[src/rtl/rf_write_arbiter.sv]
// rf_write_arbiter: shares the register-file write port between writeback and the MDU, with a starvation-forced stall and a pending scoreboard.
// Optional stall/grant statistics counters are enabled by defining RF_ARB_STATS_EN.
module rf_write_arbiter #(
    parameter int STARVE_LIMIT = 4,
    parameter int CNT_W        = 4
) (
    input  logic        clk,
    input  logic        reset,
`ifdef RF_ARB_STATS_EN
    output logic [15:0] stall_cnt,
    output logic [15:0] mdu_grant_cnt,
`endif
    input  logic        wb_we,
    input  logic [4:0]  wb_wa,
    input  logic [31:0] wb_wd,
    input  logic        mdu_valid,
    input  logic [4:0]  mdu_wa,
    input  logic [31:0] mdu_wd,
    output logic        mdu_ready,
    input  logic        mdu_issue,
    input  logic [4:0]  mdu_issue_wa,
    input  logic [4:0]  ra1,
    input  logic [4:0]  ra2,
    output logic        busy1,
    output logic        busy2,
    output logic        stall_req,
    output logic        we3,
    output logic [4:0]  wa3,
    output logic [31:0] wd3
);
    typedef enum logic {NORMAL, STALL} state_t;
    state_t state, state_n;
    logic [CNT_W-1:0] cnt, cnt_n;
    logic [31:0] pending, pend_n;
    logic wb_grant, transfer, denied;
    always_comb begin
        wb_grant  = !reset && state == NORMAL && wb_we;
        mdu_ready = !reset && mdu_valid && (state == STALL || !wb_we);
        transfer  = mdu_valid && mdu_ready;
        denied    = state == NORMAL && mdu_valid && !mdu_ready;
        wa3       = wb_grant ? wb_wa : mdu_wa;
        wd3       = wb_grant ? wb_wd : mdu_wd;
        // r0 writes still complete the handshake but never reach the array
        we3       = (wb_grant || mdu_ready) && wa3 != 5'd0;
        state_n   = denied && cnt == CNT_W'(STARVE_LIMIT - 1) ? STALL : NORMAL;
        cnt_n     = denied && state_n == NORMAL ? cnt + 1'b1 : '0;
        // issue is applied after the retire clear so a same-register set wins
        pend_n    = (pending & ~(transfer ? 32'd1 << mdu_wa : 32'd0))
                  | (mdu_issue ? 32'd1 << mdu_issue_wa : 32'd0);
        pend_n[0] = 1'b0;
        busy1     = !reset && pending[ra1];
        busy2     = !reset && pending[ra2];
    end
    assign stall_req = state == STALL;
    always_ff @(posedge clk) begin
        if (reset) begin
            state   <= NORMAL;
            cnt     <= '0;
            pending <= '0;
        end else begin
            state   <= state_n;
            cnt     <= cnt_n;
            pending <= pend_n;
        end
    end
`ifdef RF_ARB_STATS_EN
    always_ff @(posedge clk) begin
        if (reset) begin
            stall_cnt     <= '0;
            mdu_grant_cnt <= '0;
        end else begin
            if (state == STALL && stall_cnt != 16'hFFFF) stall_cnt <= stall_cnt + 16'd1;
            if (transfer && mdu_grant_cnt != 16'hFFFF) mdu_grant_cnt <= mdu_grant_cnt + 16'd1;
        end
    end
`endif
endmodule

[config.mk]
export PLATFORM = sky130hd
export DESIGN_NAME = rf_write_arbiter
export DESIGN_NICKNAME = d
export VERILOG_FILES = /design/src/rtl/rf_write_arbiter.sv
export SDC_FILE = /design/constraint.sdc
export NUM_CORES = 1
export LEC_CHECK = 0
export ABC_AREA = 1
export CAP_MARGIN = 15
export CORE_UTILIZATION = 42
export CTS_CLUSTER_SIZE = 10
export DETAILED_ROUTE_END_ITERATION = 12
export GPL_TIMING_DRIVEN = 0
export PLACE_DENSITY = 0.79
export SYNTH_ARGS = -nofsm -noshare
export SYNTH_HDL_FRONTEND = slang
export SYNTH_SLANG_ARGS = --single-unit
[constraint.sdc]
create_clock -name clk -period 1.65 [get_ports clk]
set_input_delay 0.33 -clock clk [delete_from_list [all_inputs] [get_ports clk]]
set_output_delay 0.33 -clock clk [all_outputs]
set_load 0.05 [all_outputs]
Word-level counts from Yosys, hierarchy flattened

Cells that the tools add are included.

Register bits: 37
Input bits: 94
Output and inout bits: 42

Add/subtract/negate cells: 1
Magnitude comparators: 2
Eq/ne operators: 1
Shift-type cells: 2
Multiplexer cells: 9
Bitwise operators: 6
Reduce and logical (&&, ||, !) cells: 19

Operator list:

| kind                 | number |
|---|---|
| $mux 32              | 3 |
| $shl 1x5->32 const A | 2 |
| $and 32x32->32       | 1 |
| $not 32->32          | 1 |
| $or 32x32->32        | 1 |
| $logic_and 1x1->1    | 12 |
| $lt 5x6->1 const B   | 2 |
| $bmux 1 s5           | 2 |
| $mux 5               | 1 |
| $reduce_bool 5->1    | 1 |
| $add 4x1->4 const B  | 1 |
| $eq 4x2->1 const B   | 1 |
| $logic_not 1->1      | 3 |
| $mux 1               | 3 |
| $not 1->1            | 3 |
| $logic_or 1x1->1     | 2 |
| $reduce_or 2->1      | 1 |

Longest topological paths before layout

Gate-level depths: netlist of the first run.

Depth after elaboration: 11
Mapped depth: 9

Least setup slack after synthesis of the first run

OpenSTA, ideal clock, no wires.

Path kind: register to output
Start point: reg state, in the netlist stall_req
End point: out wa3[1]
Arrival time: 2.096 ns
Data required time: 1.320 ns
Path slack: -0.776 ns
Stages on the path, launching flop included: 5
Buffers on the path: 1
Cell sequence: dfxtp_1 nor2_4 nand2_2 buf_2 o21ai_0

Word-level cells in the longest chain between the ends: 4

Ends and longest elaborated chain:

| item                           | RTL line | source |
|---|---|---|
| start: declaration             | 32       | `state_t state, state_n;` |
| start signal: assignment       | 61       | `state <= state_n;` |
| $not 1->1                      | 37       | `wb_grant = !reset && state == NORMAL && wb_we;` |
| $logic_and 1x1->1 (2 in a row) | 37       |  |
| $mux 5                         | 41       | `wa3 = wb_grant ? wb_wa : mdu_wa;` |
| end: declaration               | 28       | `output logic [4:0] wa3,` |

No other way between the ends.

Worst setup path in the final report of the first run

Start point: reg state, in the netlist stall_req
End point: out we3

Word-level cells in the longest chain between the ends: 6
Elaborated cells on any way between the ends: 9
Those cells by class: mux: 1; bitwise: 1; reduce/logical: 7

Ends and longest elaborated chain:

| item                           | RTL line | source |
|---|---|---|
| $not 1->1                      | 37       |  |
| $logic_and 1x1->1 (2 in a row) | 37       |  |
| $mux 5                         | 41       |  |
| $reduce_bool 5->1              | 44       | `we3 = (wb_grant \|\| mdu_ready) && wa3 != 5'd0;` |
| $logic_and 1x1->1 *            | 44       |  |
| end: declaration               | 27       | `output logic we3,` |

Mark *: on every way between the ends. The rest lies on a longest branch, timed or not.

==> summary.md, run 1 <==
| Metric | Value |
|---|---|
| Most common cell after layout, fill and taps aside | nand2_1 |
| Layout Skew | 8.06 ps |
| Rows | 29 |
| Synth Net Count | 552 |
| Startpoint Class | register |
| Via count | 3,951 |
| Switching power | 1.06 mW |
| Violated checks | design-rule violations, negative setup slack |
| Int Power | 1.90 mW |
| Share of post-route cells with drive strength above 1 | 29.2% |
| Final period util | 124% |
| Fillers | around 460 |
| CTS H-tree depth | 2 |
| Power Dens Cells | 603 nW/µm² |
| Remaining Overflow, GRT | 0 |
| Crit-path leading delay family | compound AO/OA/AOI/OAI gates |
| DP Worst Slack | -1290 ps |
| Worst Tran Pin Value | 584 ps |
| # setup viols final | 40 |
| Global Route Usage Sum | between 30% and 40% |
| DRC Markers | 4 |
| Clock-pin transition on the worst setup and hold timing paths | 80 ps |
| Worst Hold Class | primary input to register |
| Clock power share | 26.6% |
| Synth unique cells | 23 |
| Starting Density | 43.9% |
| Avg WL per Cell | 18.0 µm |
| Switching power share of the total | a little over a third |
| Avg Inst Size Synth | around 6.2 µm² |
| Max Root-Sink Buffers | 2 |
| Kind of critical path | register to output pin |
| Initial antenna violation count | 0 |
| Worst EP required | 1320 ps |
| Slew Limit Fails | 0 |
| Reg power frac | 29.9% |
| Routed WL | 12,400 µm |
| Status | finished, violations left |
| Number of global-route vias before repair | 3,873 |
| Arr. time, crit path | roughly 1700 ps |
| Crit. End Element | output pin |
| Critical Path Max Stage Delay | around 350 ps |
| WP buf/inv | 2 |
| Skew-Pair Late Insertion Delay | 300 ps |
| Die width | approximately 84 µm |
| Cell chain of the critical path | nor2_4 > nand2_4 > buf_8 > o211ai_1 > nor2_4 > a21oi_4 > buf_8 |
| Post-synthesis sequential area ratio | 25.5% |
| I/O Buffers | 127 |
| CTS Buf Count | 5 |
| Comb pwr share | 43.5% |
| Commonest non-fill, non-tap cells in the layout | nand2_1 (109), clkdlybuf4s50_1 (77), inv_1 (54) |
| Fmax | 0.487 GHz |
| DP Cell Count | 661 |
| Vias/cell | 5.72 |
| Fin crit period | 2050 ps |
| Mapped Area | between 2000 and 3000 µm² |
| Tot Pwr | a little under 3 mW |
| First-pass DRT Iterations | 10 |
| Die ar. | roughly 7000 µm² |
| Synth Instances | 457 |
| Final cell count without fillers | 691 |
| Clock Sinks | 36 |
| RSZ-0062 raised after global routing | yes |
| Hold_ws | approximately 380 ps |
| Synth Warn # | 0 |
| N_diodes | 0 |
| DRT iter0 DRCs | 384 |
| Area of the multi-input gates | 1960 µm² |
| Number of top-level pins | 136 |
| Storage element area | 728 µm² |
| Peak VDD IR | 0.364 mV |
| Leakage power | 2.09 nW |
| Largest net degree at the start of global routing | 12 |
| First-pass GRT wire length | 19,000 µm |
| CTS root buffer | clkbuf_8 |
| Worst path slowest cell | dfxtp_4 |
| Remaining antenna violation count | 0 |
| PnR worst setup slack | -402 ps |
| Routability cong. | 0.919 |
| Final Hold Vio Count | 0 |
| Layout net count | around 700 |
| Synthesis-stage register bit count | 36 |
| Worst Path Max Fanout | 6 |
| Max Cap Viol | 0 |
| Rel. slew slack | 60.7% |
| Area delta synth->final | 74.1% |
| Chip height | 84.0 µm |
| Core area | 6420 µm² |
| CTS tree | yes |
| HPWL after DPL | 8410 µm |
[repair_timing]
action                                 CTS  global route
pin swaps                               21            28
setup endpoints to repair               53            41
endpoints found under the hold margin    0             0
gates resized for setup                359            40
cloned                                   4             1
hold buffers                             0             0
setup buffers                           18             2
[Yosys cell counts]
cell type	number	area [µm²]
dfxtp_1	36	721
nand3_1	52	260
o31ai_1	4	30.0
mux2_2	32	360
xnor2_1	1	8.76
buf_2	18	90.1
nor3_1	9	45.0
clkbuf_1	4	15.0
buf_4	2	15.0
inv_1	60	225
nand2_2	3	18.8
or2_2	1	6.26
inv_2	2	7.51
o21ai_0	32	160
nand4_1	1	6.26
ha_1	1	12.5
o211ai_1	5	37.5
nand2_1	121	454
a21oi_1	35	175
nor4_1	5	31.3
nor2_4	2	22.5
o21ai_1	2	10.0
nor2_1	29	109
[state kept, by name, indices dropped and copies added (netlist names)]
| register | count |
|---|---|
| stall_req | 1 |
| pending | 31 |
| cnt | 4 |
[power by group through the flow]
stage,Combinational (mW),Sequential [mW],Clock [mW]
6_report,1.29,0.886,0.786
2_1_floorplan,0.621,0.902,0
5_1_grt,1.35,0.887,0.801
3_3_place_gp,1.06,0.905,0
4_1_cts,1.22,0.885,0.774
3_5_place_dp,1.06,0.905,0
[logic make-up (layout without fill, tap and decap cells)]
family / count (synthesis) / after routing / synth area share, %
xor+xnor: 1 / 1 / 0.310
fa+ha+maj: 1 / 1 / 0.443
simple gates: 223 / 224 / 33.8
mux: 32 / 32 / 12.8
flops: 36 / 36 / 25.5
compound gates: 78 / 78 / 14.6
buf+inv: 86 / 242 / 12.5
[worst reg2reg max path, delay by kind of cell (launching register included)]
| kind | cells | cell delay [ps] |
|---|---|---|
| buffers and inverters | 3 | 480 |
| DFF | 1 | 360 |
| and+or+nand+nor | 3 | 300 |
| AOI/OAI and AO/OA | 2 | 300 |
[cell type report]
cell class,instances,share of cell area (%)
Buffer,22,3.67
Clock buffer,6,1.48
Clock inverter,2,0.713
Inverter,62,4.86
Multi-Input combinational cell,336,39.9
Sequential cell,36,14.8
Tap cell,77,1.96
Timing Repair Buffer,150,32.6
[through the flow]
| step | cell area, µm² | setup TNS [ps] | utilization, % |
|---|---|---|---|
| 6_report | 4910 | -11900 | 76.5 |
| 5_1_grt | 4910 | -13540 | 76.5 |
| 4_1_cts | 4780 | -10290 | 74.5 |
| 3_5_place_dp | 4230 | -56150 | 65.8 |
| 3_3_place_gp | 4230 | -54770 | 65.8 |
| 2_1_floorplan | 2860 | -56.8 | - |
[worst paths after layout]
kind | startpoint | to | slack [ps] | depth (start not counted)
worst max-delay path | stall_req$_SDFF_PP0_ | we3 | -400 | 7
worst max register to register | stall_req$_SDFF_PP0_ | pending[15]$_SDFF_PP0_ | 90 | 8
worst min register to register | cnt[0]$_SDFF_PP0_ | cnt[0]$_SDFF_PP0_ | 450 | 1
worst min-delay path | reset | pending[31]$_SDFF_PP0_ | 380 | 2
[per-layer routing]
metal	up-vias	GRT usage (%)	share of wire (%)
met5	-	0	0
met4	0	17.4	5.0
met3	66	8.01	9.3
met2	289	61.5	50
met1	1791	36.9	35
li1	1805	-	-
(Power assumes the default switching activity.)
==> inputs of run 2 (changes only) <==
--- a/config.mk
+++ b/config.mk
@@ -7,11 +7,11 @@
 export LEC_CHECK = 0
 export ABC_AREA = 1
 export CAP_MARGIN = 15
-export CORE_UTILIZATION = 42
+export CORE_UTILIZATION = 45
 export CTS_CLUSTER_SIZE = 10
 export DETAILED_ROUTE_END_ITERATION = 12
 export GPL_TIMING_DRIVEN = 0
-export PLACE_DENSITY = 0.79
+export PLACE_DENSITY = 0.85
 export SYNTH_ARGS = -nofsm -noshare
 export SYNTH_HDL_FRONTEND = slang
 export SYNTH_SLANG_ARGS = --single-unit
==> constraint.sdc (replaced) <==
create_clock -name clk -period 2.4 [get_ports clk]
set_input_delay 0.48 -clock clk [delete_from_list [all_inputs] [get_ports clk]]
set_output_delay 0.48 -clock clk [all_outputs]
set_load 0.05 [all_outputs]
==> summary.md, run 2 (synthesized netlist as in run 1, its figures left out) <==
| Metric | Value |
|---|---|
| Global Route Usage Sum | approximately a third |
| Layout net count | about 700 |
| Largest net degree at the start of global routing | 12 |
| HP Start | cnt[0]$_SDFF_PP0_ |
| Chip height | 81.2 µm |
| Worst Hold Class | register to register |
| Die width | around 81 µm |
| Share of post-route cells with drive strength above 1 | 20.4% |
| # setup viols final | 0 |
| Worst reg-to-reg path cell count | 7 |
| Remaining Overflow, GRT | 0 |
| Arr. time, crit path | between 1500 and 2000 ps |
| DRC Markers | 0 |
| Commonest non-fill, non-tap cells in the layout | nand2_1 (120), clkdlybuf4s50_1 (81), inv_1 (59) |
| DRT iter0 DRCs | 365 |
| Worst Path Max Fanout | 7 |
| Leakage power | 1.88 nW |
| Max reg flops | 31 |
| Worst Tran Pin Value | between 500 and 600 ps |
| Fmax | around 0.42 GHz |
| Via count | ~3,800 |
| Starting Density | about 47% |
| R2R setup slack | 900 ps |
| Remaining antenna violation count | 0 |
| WP buf/inv | 3 |
| Max Cap Viol | 0 |
| Worst EP required | 1920 ps |
| I/O Buffers | 127 |
| CTS H-tree depth | 2 |
| Number of global-route vias before repair | 3,366 |
| CTS tree | yes |
| Rel. slew slack | roughly 62% |
| Number of top-level pins | around 140 |
| Skew-Pair Late Insertion Delay | 290 ps |
| Slew Limit Fails | 0 |
| Power Dens Cells | 418 nW/µm² |
| Core area | 5990 µm² |
| Worst reg2reg startpoint | stall_req$_SDFF_PP0_ |
| Final period util | 99.7% |
| Final Hold Vio Count | 0 |
| Util after Layout | a little under three quarters |
| CTS Buf Count | 5 |
| Biggest register | pending |
| First-pass GRT wire length | 16,600 µm |
| Critical Path Max Stage Delay | 610 ps |
| Reg2Reg Capture Point | pending[10]$_SDFF_PP0_ |
| Max Root-Sink Buffers | 2 |
| Cell chain of the critical path | clkdlybuf4s50_1 > inv_1 > nand2_1 > o21ai_2 > o211ai_1 > nor2_1 > a21oi_2 > buf_6 |
| Crit. End Element | output pin |
| Initial antenna violation count | 0 |
| Routed WL | roughly 11,000 µm |
| Routability cong. | 0.927 |
| Kind of critical path | primary input to output pin |
| Clock-pin transition on the worst setup and hold timing paths | 70 ps |
| N_diodes | 0 |
| Peak VDD IR | 0.221 mV |
| Vias/cell | 5.58 |
| CTS root buffer | clkbuf_8 |
| Clock Sinks | 36 |
| Hold Crit Depth | 1 |
| Crit-path leading delay family | buffers and inverters |
| Status | finished, final reports clean |
| Fillers | 521 |
| Layout Skew | 2.47 ps |
| Fin crit period | roughly 2400 ps |
| Area delta synth->final | 51.5% |
| First-pass DRT Iterations | 6 |
| Rows | 28 |
| Startpoint Class | primary input |
| Worst path slowest cell | clkdlybuf4s50_1 |
| Die ar. | ~6600 µm² |
| Most common cell after layout, fill and taps aside | nand2_1 |
| Hold_ws | about 450 ps |
| Avg WL per Cell | 16.7 µm |
| Hold endpoint | cnt[0]$_SDFF_PP0_ |
| HPWL after DPL | approximately 8600 µm |
## run 2: what timing repair did
item                                    4_1_cts  5_1_grt
buffers inserted                              6        1
cloned                                        1        2
gates resized for setup                     223        9
hold endpoints to repair                      0        0
endpoints found under the setup margin       41       37
pin swaps                                     4        3
hold buffers                                  0        0
## run 2: worst max path at each step
stage                    from  endpoint  slack (ps)  depth (start not counted)
global placement        reset       we3        -800                         10
detailed placement      reset       we3        -850                         10
CTS                     wb_we       we3         -80                          9
floorplan              ra1[0]     busy1         110                          9
global route        mdu_wa[0]       we3         -70                          8
finish              mdu_wa[0]       we3           6                          8
## run 2: layout make-up
type	instances	area, µm²	area share (%)
tap	75	93.8	2.19
clock buffer	6	82.6	1.93
multi-input combinational	336	1780	41.6
buffer	24	164	3.83
timing repair buffer	136	1190	27.9
sequential	36	721	16.9
inverter	62	233	5.44
clock inverter	2	10.0	0.234
## run 2: per-layer routing
| layer | share of wire, % | up-vias | global-route usage [%] | wire [µm] |
|---|---|---|---|---|
| met2 | 50 | 256 | 60.6 | 5700 |
| met5 | 0 | - | 0 | 0 |
| li1 | - | 1783 | - | - |
| met3 | 11 | 37 | 9.10 | 1200 |
| met4 | 2.6 | 0 | 11.1 | 300 |
| met1 | 36 | 1701 | 38.2 | 4130 |
## run 2: power breakdown
group	internal (mW)	switching [mW]	leakage (nW)
clock network	0.229	0.223	0.0510
registers	0.605	0.00548	0.291
logic	0.287	0.437	1.54
## run 2: through the flow
stage / power (mW) / TNS (ps) / cells / cell area, µm² / setup WS (ps)
after CTS: 1.76 / -87.6 / 674 / 4210 / -82.3
after detailed placement: 1.35 / -30040 / 659 / 4190 / -851
final: 1.79 / 0 / 677 / 4280 / 6.03
after global placement: 1.34 / -28740 / 659 / 4190 / -802
after global routing: 1.85 / -72.0 / 677 / 4280 / -72.0
after floorplan: 1.04 / 0 / 457 / 2830 / 109
